===== config.mk =====
export PLATFORM = sky130hd
export DESIGN_NAME = mem_port_sched_flat
export DESIGN_NICKNAME = d
export VERILOG_FILES = /design/src/rtl/mem_port_sched_if.sv /design/src/rtl/mem_port_sched.sv /design/src/flat_wrapper.sv
export SDC_FILE = /design/constraint.sdc
export NUM_CORES = 1
export LEC_CHECK = 0
export ABC_AREA = 0
export BUFFER_PORTS_ARGS = -buffer_cell sky130_fd_sc_hd__buf_2
export CAP_MARGIN = 20
export CORE_MARGIN = 2
export CORE_UTILIZATION = 60
export DETAILED_ROUTE_END_ITERATION = 7
export PLACE_DENSITY = 0.85
export SYNTH_ARGS = -nofsm -noshare
export SYNTH_HDL_FRONTEND = slang
export SYNTH_SLANG_ARGS = --single-unit
export TNS_END_PERCENT = 10

===== constraint.sdc =====
create_clock -name clk -period 7.32 [get_ports clk]
set_input_delay 0.366 -clock clk [delete_from_list [all_inputs] [get_ports clk]]
set_output_delay 0.366 -clock clk [all_outputs]
set_load 0.03 [all_outputs]

===== src/rtl/mem_port_sched_if.sv =====
// Bundle of the store, load and data-memory signals around the port scheduler.
// master drives requests (LSQ side); slave is the scheduler.
interface mem_port_sched_if #(
  parameter int DEPTH = 4
);
  localparam int CW = $clog2(DEPTH) + 1;

  logic          st_valid;
  logic [31:0]   st_addr;
  logic [31:0]   st_data;
  logic          st_half;
  logic          st_ready;

  logic          ld_valid;
  logic [31:0]   ld_addr;
  logic [2:0]    ld_func3;
  logic [6:0]    ld_pd;
  logic [4:0]    ld_rob;
  logic          ld_ready;

  logic          mem_store_wb;
  logic [31:0]   mem_st_addr;
  logic [31:0]   mem_st_data;
  logic          mem_st_half;
  logic          mem_load;
  logic [31:0]   mem_ld_addr;
  logic [2:0]    mem_ld_func3;
  logic [6:0]    mem_ld_pd;
  logic [4:0]    mem_ld_rob;
  logic [CW-1:0] sq_count;

  modport master (
    output st_valid, st_addr, st_data, st_half,
    output ld_valid, ld_addr, ld_func3, ld_pd, ld_rob,
    input  st_ready, ld_ready,
    input  mem_store_wb, mem_st_addr, mem_st_data, mem_st_half,
    input  mem_load, mem_ld_addr, mem_ld_func3, mem_ld_pd, mem_ld_rob,
    input  sq_count
  );

  modport slave (
    input  st_valid, st_addr, st_data, st_half,
    input  ld_valid, ld_addr, ld_func3, ld_pd, ld_rob,
    output st_ready, ld_ready,
    output mem_store_wb, mem_st_addr, mem_st_data, mem_st_half,
    output mem_load, mem_ld_addr, mem_ld_func3, mem_ld_pd, mem_ld_rob,
    output sq_count
  );
endinterface


===== src/rtl/mem_port_sched.sv =====
// Single data-memory port scheduler: committed-store FIFO arbitrated against loads,
// with forced drain on full queue, store starvation, and load/store overlap.
module mem_port_sched #(
  parameter int DEPTH      = 4,
  parameter int STARVE_MAX = 8
) (
  input  logic              clk,
  input  logic              reset,
  mem_port_sched_if.slave   bus
);
  localparam int PW = $clog2(DEPTH);
  localparam int CW = PW + 1;
  localparam int SW = $clog2(STARVE_MAX + 1);

  typedef enum logic [0:0] {NORMAL, DRAIN} state_t;

  state_t          state_q, state_d;
  logic [PW-1:0]   head_q, head_d;
  logic [PW-1:0]   tail_q, tail_d;
  logic [CW-1:0]   count_q, count_d;
  logic [SW-1:0]   starve_q, starve_d;
  logic [DEPTH-1:0] valid_q;

  logic [31:0]     addr_q [DEPTH];
  logic [31:0]     data_q [DEPTH];
  logic [DEPTH-1:0] half_q;

  logic            mem_store_wb_q;
  logic [31:0]     mem_st_addr_q;
  logic [31:0]     mem_st_data_q;
  logic            mem_st_half_q;
  logic            mem_load_q;
  logic [31:0]     mem_ld_addr_q;
  logic [2:0]      mem_ld_func3_q;
  logic [6:0]      mem_ld_pd_q;
  logic [4:0]      mem_ld_rob_q;

  logic            st_ready;
  logic            ld_ready;
  logic            push;
  logic            pop;
  logic            ld_issue;
  logic            conflict;
  logic [DEPTH-1:0] hit;
  logic [32:0]     ld_end;

  // Ranges are compared at 33 bits so a range ending past 0xFFFFFFFF never wraps.
  assign ld_end = {1'b0, bus.ld_addr} + ((bus.ld_func3 == 3'b100) ? 33'd1 : 33'd4);

  for (genvar gi = 0; gi < DEPTH; gi++) begin : g_overlap
    logic [32:0] st_end;
    assign st_end  = {1'b0, addr_q[gi]} + (half_q[gi] ? 33'd2 : 33'd4);
    assign hit[gi] = valid_q[gi]
                     && ({1'b0, bus.ld_addr} < st_end)
                     && ({1'b0, addr_q[gi]} < ld_end);
  end

  assign conflict = |hit;

  always_comb begin
    state_d  = state_q;
    head_d   = head_q;
    tail_d   = tail_q;
    starve_d = starve_q;
    ld_ready = 1'b0;
    ld_issue = 1'b0;
    pop      = 1'b0;
    st_ready = (count_q < CW'(DEPTH));
    push     = bus.st_valid && st_ready;

    if (state_q == NORMAL) begin
      ld_ready = reset && !conflict;
      ld_issue = bus.ld_valid && ld_ready;
      pop      = !ld_issue && (count_q != '0);
    end else begin
      pop      = (count_q != '0);
    end

    count_d = count_q + CW'(push) - CW'(pop);
    if (pop)  head_d = head_q + PW'(1);
    if (push) tail_d = tail_q + PW'(1);

    if (pop || count_q == '0) begin
      starve_d = '0;
    end else if (ld_issue && starve_q != SW'(STARVE_MAX)) begin
      starve_d = starve_q + SW'(1);
    end

    // Uses next-state values so the STARVE_MAX-th load is the last one let through.
    case (state_q)
      NORMAL: if (count_d == CW'(DEPTH) || starve_d == SW'(STARVE_MAX)) state_d = DRAIN;
      DRAIN:  if (count_d == '0) state_d = NORMAL;
      default: state_d = NORMAL;
    endcase
  end

  always_ff @(posedge clk or negedge reset) begin
    if (!reset) begin
      state_q        <= NORMAL;
      head_q         <= '0;
      tail_q         <= '0;
      count_q        <= '0;
      starve_q       <= '0;
      valid_q        <= '0;
      mem_store_wb_q <= 1'b0;
      mem_st_addr_q  <= '0;
      mem_st_data_q  <= '0;
      mem_st_half_q  <= 1'b0;
      mem_load_q     <= 1'b0;
      mem_ld_addr_q  <= '0;
      mem_ld_func3_q <= '0;
      mem_ld_pd_q    <= '0;
      mem_ld_rob_q   <= '0;
    end else begin
      state_q  <= state_d;
      head_q   <= head_d;
      tail_q   <= tail_d;
      count_q  <= count_d;
      starve_q <= starve_d;
      if (push) valid_q[tail_q] <= 1'b1;
      if (pop)  valid_q[head_q] <= 1'b0;

      mem_store_wb_q <= pop;
      mem_st_addr_q  <= pop ? addr_q[head_q] : '0;
      mem_st_data_q  <= pop ? data_q[head_q] : '0;
      mem_st_half_q  <= pop ? half_q[head_q] : 1'b0;

      mem_load_q     <= ld_issue;
      mem_ld_addr_q  <= ld_issue ? bus.ld_addr  : '0;
      mem_ld_func3_q <= ld_issue ? bus.ld_func3 : '0;
      mem_ld_pd_q    <= ld_issue ? bus.ld_pd    : '0;
      mem_ld_rob_q   <= ld_issue ? bus.ld_rob   : '0;
    end
  end

  // Entry payload needs no reset; valid_q alone decides occupancy.
  always_ff @(posedge clk) begin
    if (push) begin
      addr_q[tail_q] <= bus.st_addr;
      data_q[tail_q] <= bus.st_data;
      half_q[tail_q] <= bus.st_half;
    end
  end

  assign bus.st_ready     = st_ready;
  assign bus.ld_ready     = ld_ready;
  assign bus.mem_store_wb = mem_store_wb_q;
  assign bus.mem_st_addr  = mem_st_addr_q;
  assign bus.mem_st_data  = mem_st_data_q;
  assign bus.mem_st_half  = mem_st_half_q;
  assign bus.mem_load     = mem_load_q;
  assign bus.mem_ld_addr  = mem_ld_addr_q;
  assign bus.mem_ld_func3 = mem_ld_func3_q;
  assign bus.mem_ld_pd    = mem_ld_pd_q;
  assign bus.mem_ld_rob   = mem_ld_rob_q;
  assign bus.sq_count     = count_q;
endmodule


===== src/flat_wrapper.sv =====
// flat-port wrapper written by rule: the top's interface ports become plain ports
module mem_port_sched_flat 
#(
  parameter int DEPTH      = 4,
  parameter int STARVE_MAX = 8
)
  (clk, reset, bus_st_valid, bus_st_addr, bus_st_data, bus_st_half, bus_ld_valid, bus_ld_addr, bus_ld_func3, bus_ld_pd, bus_ld_rob, bus_st_ready, bus_ld_ready, bus_mem_store_wb, bus_mem_st_addr, bus_mem_st_data, bus_mem_st_half, bus_mem_load, bus_mem_ld_addr, bus_mem_ld_func3, bus_mem_ld_pd, bus_mem_ld_rob, bus_sq_count);
  mem_port_sched_if #(.DEPTH(DEPTH)) bus_i ();
  input  logic clk;
  input  logic reset;
  input wire logic [$bits(bus_i.st_valid)-1:0] bus_st_valid;
  input wire logic [$bits(bus_i.st_addr)-1:0] bus_st_addr;
  input wire logic [$bits(bus_i.st_data)-1:0] bus_st_data;
  input wire logic [$bits(bus_i.st_half)-1:0] bus_st_half;
  input wire logic [$bits(bus_i.ld_valid)-1:0] bus_ld_valid;
  input wire logic [$bits(bus_i.ld_addr)-1:0] bus_ld_addr;
  input wire logic [$bits(bus_i.ld_func3)-1:0] bus_ld_func3;
  input wire logic [$bits(bus_i.ld_pd)-1:0] bus_ld_pd;
  input wire logic [$bits(bus_i.ld_rob)-1:0] bus_ld_rob;
  output wire logic [$bits(bus_i.st_ready)-1:0] bus_st_ready;
  output wire logic [$bits(bus_i.ld_ready)-1:0] bus_ld_ready;
  output wire logic [$bits(bus_i.mem_store_wb)-1:0] bus_mem_store_wb;
  output wire logic [$bits(bus_i.mem_st_addr)-1:0] bus_mem_st_addr;
  output wire logic [$bits(bus_i.mem_st_data)-1:0] bus_mem_st_data;
  output wire logic [$bits(bus_i.mem_st_half)-1:0] bus_mem_st_half;
  output wire logic [$bits(bus_i.mem_load)-1:0] bus_mem_load;
  output wire logic [$bits(bus_i.mem_ld_addr)-1:0] bus_mem_ld_addr;
  output wire logic [$bits(bus_i.mem_ld_func3)-1:0] bus_mem_ld_func3;
  output wire logic [$bits(bus_i.mem_ld_pd)-1:0] bus_mem_ld_pd;
  output wire logic [$bits(bus_i.mem_ld_rob)-1:0] bus_mem_ld_rob;
  output wire logic [$bits(bus_i.sq_count)-1:0] bus_sq_count;
  assign bus_i.st_valid = bus_st_valid;
  assign bus_i.st_addr = bus_st_addr;
  assign bus_i.st_data = bus_st_data;
  assign bus_i.st_half = bus_st_half;
  assign bus_i.ld_valid = bus_ld_valid;
  assign bus_i.ld_addr = bus_ld_addr;
  assign bus_i.ld_func3 = bus_ld_func3;
  assign bus_i.ld_pd = bus_ld_pd;
  assign bus_i.ld_rob = bus_ld_rob;
  assign bus_st_ready = bus_i.st_ready;
  assign bus_ld_ready = bus_i.ld_ready;
  assign bus_mem_store_wb = bus_i.mem_store_wb;
  assign bus_mem_st_addr = bus_i.mem_st_addr;
  assign bus_mem_st_data = bus_i.mem_st_data;
  assign bus_mem_st_half = bus_i.mem_st_half;
  assign bus_mem_load = bus_i.mem_load;
  assign bus_mem_ld_addr = bus_i.mem_ld_addr;
  assign bus_mem_ld_func3 = bus_i.mem_ld_func3;
  assign bus_mem_ld_pd = bus_i.mem_ld_pd;
  assign bus_mem_ld_rob = bus_i.mem_ld_rob;
  assign bus_sq_count = bus_i.sq_count;
  mem_port_sched #(.DEPTH(DEPTH), .STARVE_MAX(STARVE_MAX)) u_core (.clk(clk), .reset(reset), .bus(bus_i));
endmodule

Word level (Yosys, flattened, before mapping)
Memory sizes are Yosys's and may differ from the RTL's.
Index checks and enable logic that the tools add are counted.
{ "op_classes": {"bitwise": 4, "eq_ne": 4, "n_reduce_logical": 23, "order_cmp": 13, "addsub": 10, "mux": 31} }
{ "op_table": {"columns": ["cell", "n"], "rows": [
  ["$lt A32 B33 Y1", 8],
  ["$add A32 B33 Y33", 5],
  ["$mux W32", 3],
  ["$mux W3", 6],
  ["$mux W4", 4],
  ["$logic_and A1 B1 Y1", 15],
  ["$mux W1", 11],
  ["$mux W7", 1],
  ["$eq A3 B3 Y1 const B", 2],
  ["$logic_not A3 Y1", 2],
  ["$lt A2 B3 Y1 const B", 2],
  ["$mux W5", 1],
  ["$add A2 B1 Y2 const B", 2],
  ["$add A4 B1 Y4 const B", 1],
  ["$and A4 B4 Y4", 1],
  ["$bwmux W4", 1],
  ["$demux W1 S2", 2],
  ["$eq A4 B4 Y1 const B", 1],
  ["$ge A2 B1 Y1 const B", 2],
  ["$ne A4 B4 Y1 const B", 1],
  ["$not A4 Y4", 1],
  ["$or A4 B4 Y4", 1],
  ["$reduce_or A4 Y1", 1],
  ["$add A3 B1 Y3", 1],
  ["other kinds (8)", 10]
]} }
{ "totals": {"in_bits": 116, "reg_bits": 134, "word_cells": 103, "n_memories": 2, "out_inout_bits": 119, "mem_bits_rw": 256} }
{ "mem_list": {"columns": ["name", "depth", "width", "read_ports", "rd_ports_with_merged_regs", "wr", "line_no", "text"], "rows": [
  ["u_core.addr_q", 4, 32, 5, 0, 1, "mem_port_sched.sv:24", "logic [31:0] addr_q [DEPTH];"],
  ["u_core.data_q", 4, 32, 1, 0, 1, "mem_port_sched.sv:25", "logic [31:0] data_q [DEPTH];"]
]} }

Longest topological paths before layout
{ "logic_depth": {"depth_word": 18, "depth_mapped": 32, "depth_no_buf": 30} }

Worst setup path before layout
OpenSTA, ideal clock, no wires.
{ "synth_path": {"path_type": "in2reg", "from": "in bus_ld_func3[1]", "to": "reg u_core.state_q", "n_path_buf": 2, "setup_ns": 0.120, "slack_ns": 1.211, "stages": 31, "t_arrival_ns": 5.989, "required_ns": 7.200, "cell_sequence": "nor2_1 > nand2_1 > ha_1 > a31oi_1 > nor2_1 > nand2_1 > nor3_1 > and3_1 > clkbuf_1 > nand3_1 > xor2_1 > ha_1 > o21ai_0 > o21bai_1 > a2111oi_0 > o311ai_0 > a31oi_1 > nor3_1 > o32ai_4 > o31ai_4 > buf_4 > inv_1 > ha_1 > inv_1 > ha_1 > inv_1 > fa_1 > inv_1 > nor2_1 > mux2_2 > a31o_2"} }
{ "synth_via": {"elab_cells_between_ends": 31, "cone_classes": "add/sub (2); order compare (4); eq/ne (3); mux (8); reduce/logical (14)"} }
{ "synth_rtl": {"columns": ["item", "line_no", "text"], "rows": [
  ["start: declaration", "flat_wrapper.sv:17", "input wire logic [$bits(bus_i.ld_func3)-1:0] bus_ld_func3;"],
  ["$eq A3 B3 Y1 (*)", "mem_port_sched.sv:48", "assign ld_end = {1'b0, bus.ld_addr} + ((bus.ld_func3 == 3'b100) ? 33'd1 : 33'd4);"],
  ["$mux W3 (*)", "mem_port_sched.sv:48", null],
  ["$add A32 B33 Y33 (*)", "mem_port_sched.sv:48", null],
  ["$lt A32 B33 Y1", "mem_port_sched.sv:55", "&& ({1'b0, addr_q[gi]} < ld_end);"],
  ["$logic_and A1 B1 Y1", "mem_port_sched.sv:55", null],
  ["$reduce_or A4 Y1 (*)", "mem_port_sched.sv:58", "assign conflict = |hit;"],
  ["$logic_not A1 Y1 (*)", "mem_port_sched.sv:72", "ld_ready = reset && !conflict;"],
  ["$logic_and A1 B1 Y1 (*)", "mem_port_sched.sv:72", null],
  ["[... 4 more ...]", null, null],
  ["via u_core.pop", "mem_port_sched.sv:41", "logic pop;"],
  ["$sub A3 B1 Y3 (*)", "mem_port_sched.sv:79", "count_d = count_q + CW'(push) - CW'(pop);"],
  ["via u_core.count_d[1]", "mem_port_sched.sv:20", "logic [CW-1:0] count_q, count_d;"],
  ["$eq A3 B3 Y1", "mem_port_sched.sv:91", "NORMAL: if (count_d == CW'(DEPTH) || starve_d == SW'(STARVE_MAX)) state_d = DRAIN;"],
  ["$logic_or A1 B1 Y1", "mem_port_sched.sv:91", null],
  ["$mux W1", "mem_port_sched.sv:91", null],
  ["$pmux W1 S2 (*)", "mem_port_sched.sv:90", "case (state_q)"],
  ["via u_core.state_d", "mem_port_sched.sv:17", "state_t state_q, state_d;"],
  ["end signal: assignment", "mem_port_sched.sv:115", "state_q <= state_d;"],
  ["end: declaration", "mem_port_sched.sv:17", null]
]} }
Mark *: on every way through the listed nets, which the timed path passes. The rest lies on a longest branch.
A chain may end at the register's enable or synchronous reset.

==> results.yml <==
power_and_ir_drop:
  total_leakage_power_nw: 10.49
  vdd_ir_drop_max_uv: 279.9
  power.density_nw_per_um2: 313.8
die:
  die_w_um: 196.4
  dieArea_um2: 38580
  ios: 235
  start_util_pct: 60.82
  core.rowCount: 70
  die_height_um: 196.4
  core_um2: 36520
timing:
  hold_viol: 0
  rsz0062_at_grt: "false"
  slew_headroom_pct: 25.64
  finClkSkew_ns: 0.02362
  setup_tns_ns: 0
  final-setup-viol-count: 0
  fmaxAchievable_ghz: 0.1556
  setup_ws_ns: 0.8936
  fin_crit_sh_pct: 87.79
  maxSlewViolCount: 0
  min_period_ns: 6.426
  tightest_slew_ns: 1.115
synth:
  syn_area_um2: 22210
  syn_inst: 1757
  synth_fa_ha_area_share_pct: 15.49
  synth_compound_area_share_pct: 7.300
  synth_mux_area_share_pct: 6.743
  ys_warn_count: 0
  postSynthRegisterBits: 390
  synth-edff-count: 260
  avgSynthCellArea_um2: 12.64
  synth_ff_type: "edfxtp_1"
  seq_area_frac_synth_pct: 49.79
  synth-simple-area-share_pct: 13.07
  synth_fp_nets: 2145
  synth-async-reset-ratio_pct: 33.33
  synth_top_area_share_pct: 35.15
  synth_area_leaders: "edfxtp_1 (35%), ha_1 (15%), dfrtp_1 (15%)"
  synth_xor_area_share_pct: 6.095
  yosysTopAreaCell: "edfxtp_1"
  synth_top_family_by_area: "adder cells"
  synth_cell_types: 63
critical_path:
  path_max_fanout: 4
  reg2reg_slack_ns: 0.89
  cp_num_buf_inv: 5
  cpPeakStageDelay_ns: 0.70
  worst_r2r_path_depth: 25
  crit_family: "compound AO/OA/AOI/OAI gates"
  start_kind: "register"
  critPathSlowestCell: "a2111oi_0"
  r2r_end: "u_core.state_q"
  cp.arrival_ns: 6.89
  critPathKind: "reg2reg"
  endpoint_kind: "register"
  r2r_start: "u_core.addr_q[3][2]"
  worstPathRequired_ns: 7.78
global_route:
  globalRouteTotalUtil_pct: 34.70
  antenna_found_initial: 5
  grt_pass1_wl_mm: 98.95
  grt_remaining_overflow: 0
  grt_pass1_vias: 16590
  grt_max_degree: 82
cells_and_area:
  drive_above_1_share_pct: 19.15
  stdcell_count: 2536
  num_antenna_cells: 0
  finalNetCount: 2427
  final_core_util_pct: 69.67
  syn2layout_area_growth_pct: 14.56
clock_tree:
  root_buffer: "clkbuf_16"
  clk_pin_slew_ns: 0.06
  cts_resized: 0
  cts_buffers: 39
  clkLatencyLatePin_ns: 0.57
  ctsHtreeMaxLevel: 2
  tritoncts: "yes"
  cts_buffer_depth: 3
  cts_num_sinks: 390
run_status:
  status: "complete, no violations"
detailed_routing:
  drtIter0Drc: 1384
  drc: 0
  routed_via_density: 6.435
  vias: 16320
  final_antenna_net_count: 0
  dr.pass1.iters: 5
  wire_per_inst_um: 25.72
  totalWireLength_mm: 65.24
min_path:
  hp-class: "in2reg"
  holdPathEnd: "u_core.data_q[0][29]"
  hp-start: "bus_st_data[29]"
  holdPathStages: 1
placement:
  place_inst: 2444
  port_buffers: 234
  place_hpwl_mm: 47.54
  routabilityCongestion: 0.9795
  place_ws_ns: 0.5422
run:
  drv_cap: 0
==> worst register-to-register path, stage by stage, from the launching register on <==
cell       delay (ns)
edfxtp_1         0.46
ha_1             0.33
a21o_1           0.30
and3_1           0.30
nand3_1          0.11
xor2_1           0.16
ha_1             0.30
a21oi_1          0.17
o21ai_0          0.22
a2111oi_0        0.70
a211oi_1         0.39
nor4bb_1         0.35
buf_4            0.17
o211ai_1         0.15
o31ai_4          0.32
o31ai_4          0.09
inv_1            0.11
ha_1             0.24
inv_1            0.06
ha_1             0.13
inv_1            0.05
fa_1             0.49
inv_1            0.05
nor2_1           0.12
mux2_2           0.34
a31o_2           0.21
==> routing by layer <==
| layer | GRT usage [%] | wire (um) | vias to the layer above |
|---|---|---|---|
| met3 | 6.451 | 5688 | 130 |
| met1 | 47.25 | 26490 | 8108 |
| li1 | - | - | 7226 |
| met4 | 12.21 | 2107 | 8 |
| met5 | 0 | 54 | - |
| met2 | 56.40 | 30900 | 846 |
==> repair_timing <==
action	CTS	global route
buffers inserted	0	0
hold buffers	22	0
endpoints found under the hold margin	127	0
==> cells in the final DEF (no fill, tap or decap), drive strengths merged, types with 50 or more instances in the layout <==
cell      n
a21oi    86
and2     50
buf     253
clkbuf   53
dfrtp   130
edfxtp  260
ha      267
inv      54
mux4     65
nand2   126
nand3    65
nand4    58
nor2     71
nor2b    78
o21ai    52
xor2    104
==> area by class of cell <==
type / instances / area [um^2]
clock buffer: 53 / 1110
tap: 468 / 585.6
fill: 2525 / 11080
clock inverter: 17 / 122.6
inverter: 50 / 187.7
timing repair buffer: 275 / 1540
sequential: 390 / 11070
multi-input combinational: 1283 / 10830
==> stage by stage <==
step                cell area (um^2)  total power, mW  hold WS (ns)
global placement               23990            5.911        0.4246
finish                         25450            7.985       0.02000
CTS                            25450            7.999      0.001064
global route                   25450            8.365      0.009142
detailed placement             23990            6.015        0.4349
floorplan                      22210            5.070       0.07041
==> cell usage after synthesis, drive strengths merged (5+ instances only) <==
| library cell | number |
|---|---|
| fa | 5 |
| xnor2 | 48 |
| o211ai | 8 |
| nand4 | 58 |
| buf | 13 |
| a2111oi | 6 |
| ha | 267 |
| a21oi | 86 |
| nor3 | 14 |
| a41oi | 5 |
| a31oi | 7 |
| mux4 | 65 |
| inv | 50 |
| nor4 | 9 |
| nor2 | 71 |
| a21o | 19 |
| and4 | 21 |
| o31ai | 7 |
| o21a | 7 |
| o21ai | 52 |
| a211oi | 20 |
| a221oi | 6 |
| nand3 | 65 |
| edfxtp | 260 |
| clkbuf | 21 |
| xor2 | 104 |
| and2 | 50 |
| nand2 | 126 |
| nor2b | 78 |
| dfrtp | 130 |
| and3 | 29 |
| nand2b | 6 |
==> worst max path at each step <==
stage	from	to	slack (ns)	cells past startpoint
finish	u_core.addr_q[3][2]	u_core.state_q	0.89	25
global route	bus_ld_func3[1]	u_core.state_q	0.52	30
CTS	u_core.addr_q[3][1]	u_core.state_q	1.04	29
detailed placement	bus_ld_func3[1]	u_core.state_q	0.54	30
global placement	bus_ld_func3[1]	u_core.state_q	0.75	30
floorplan	bus_ld_func3[1]	u_core.state_q	1.21	31
==> cells by family (layout without fill, tap and decap cells) <==
family / Yosys count / in the layout
buffers and inverters: 84 / 395
XOR/XNOR: 153 / 153
adder cells (fa/ha/maj): 272 / 272
flip-flops: 390 / 390
AO/OA/AOI/OAI: 251 / 251
AND/OR/NAND/NOR: 539 / 539
multiplexers: 68 / 68
==> registers in the layout, summed over array words and instances, names as in the netlist, 5 cells and up <==
| register | flops |
|---|---|
| u_core.bus.mem_st_addr | 32 |
| u_core.data_q | 128 |
| u_core.addr_q | 128 |
| u_core.bus.mem_ld_pd | 7 |
| u_core.bus.mem_st_data | 32 |
| u_core.bus.mem_ld_rob | 5 |
| u_core.bus.mem_ld_addr | 32 |
==> where the power goes <==
group | internal (mW) | total [mW] | switching (mW)
clock network | 1.08 | 1.94 | 0.862
logic | 1.10 | 2.85 | 1.74
registers | 2.85 | 3.20 | 0.347
No activity file was read; power rests on OpenSTA's default activity.
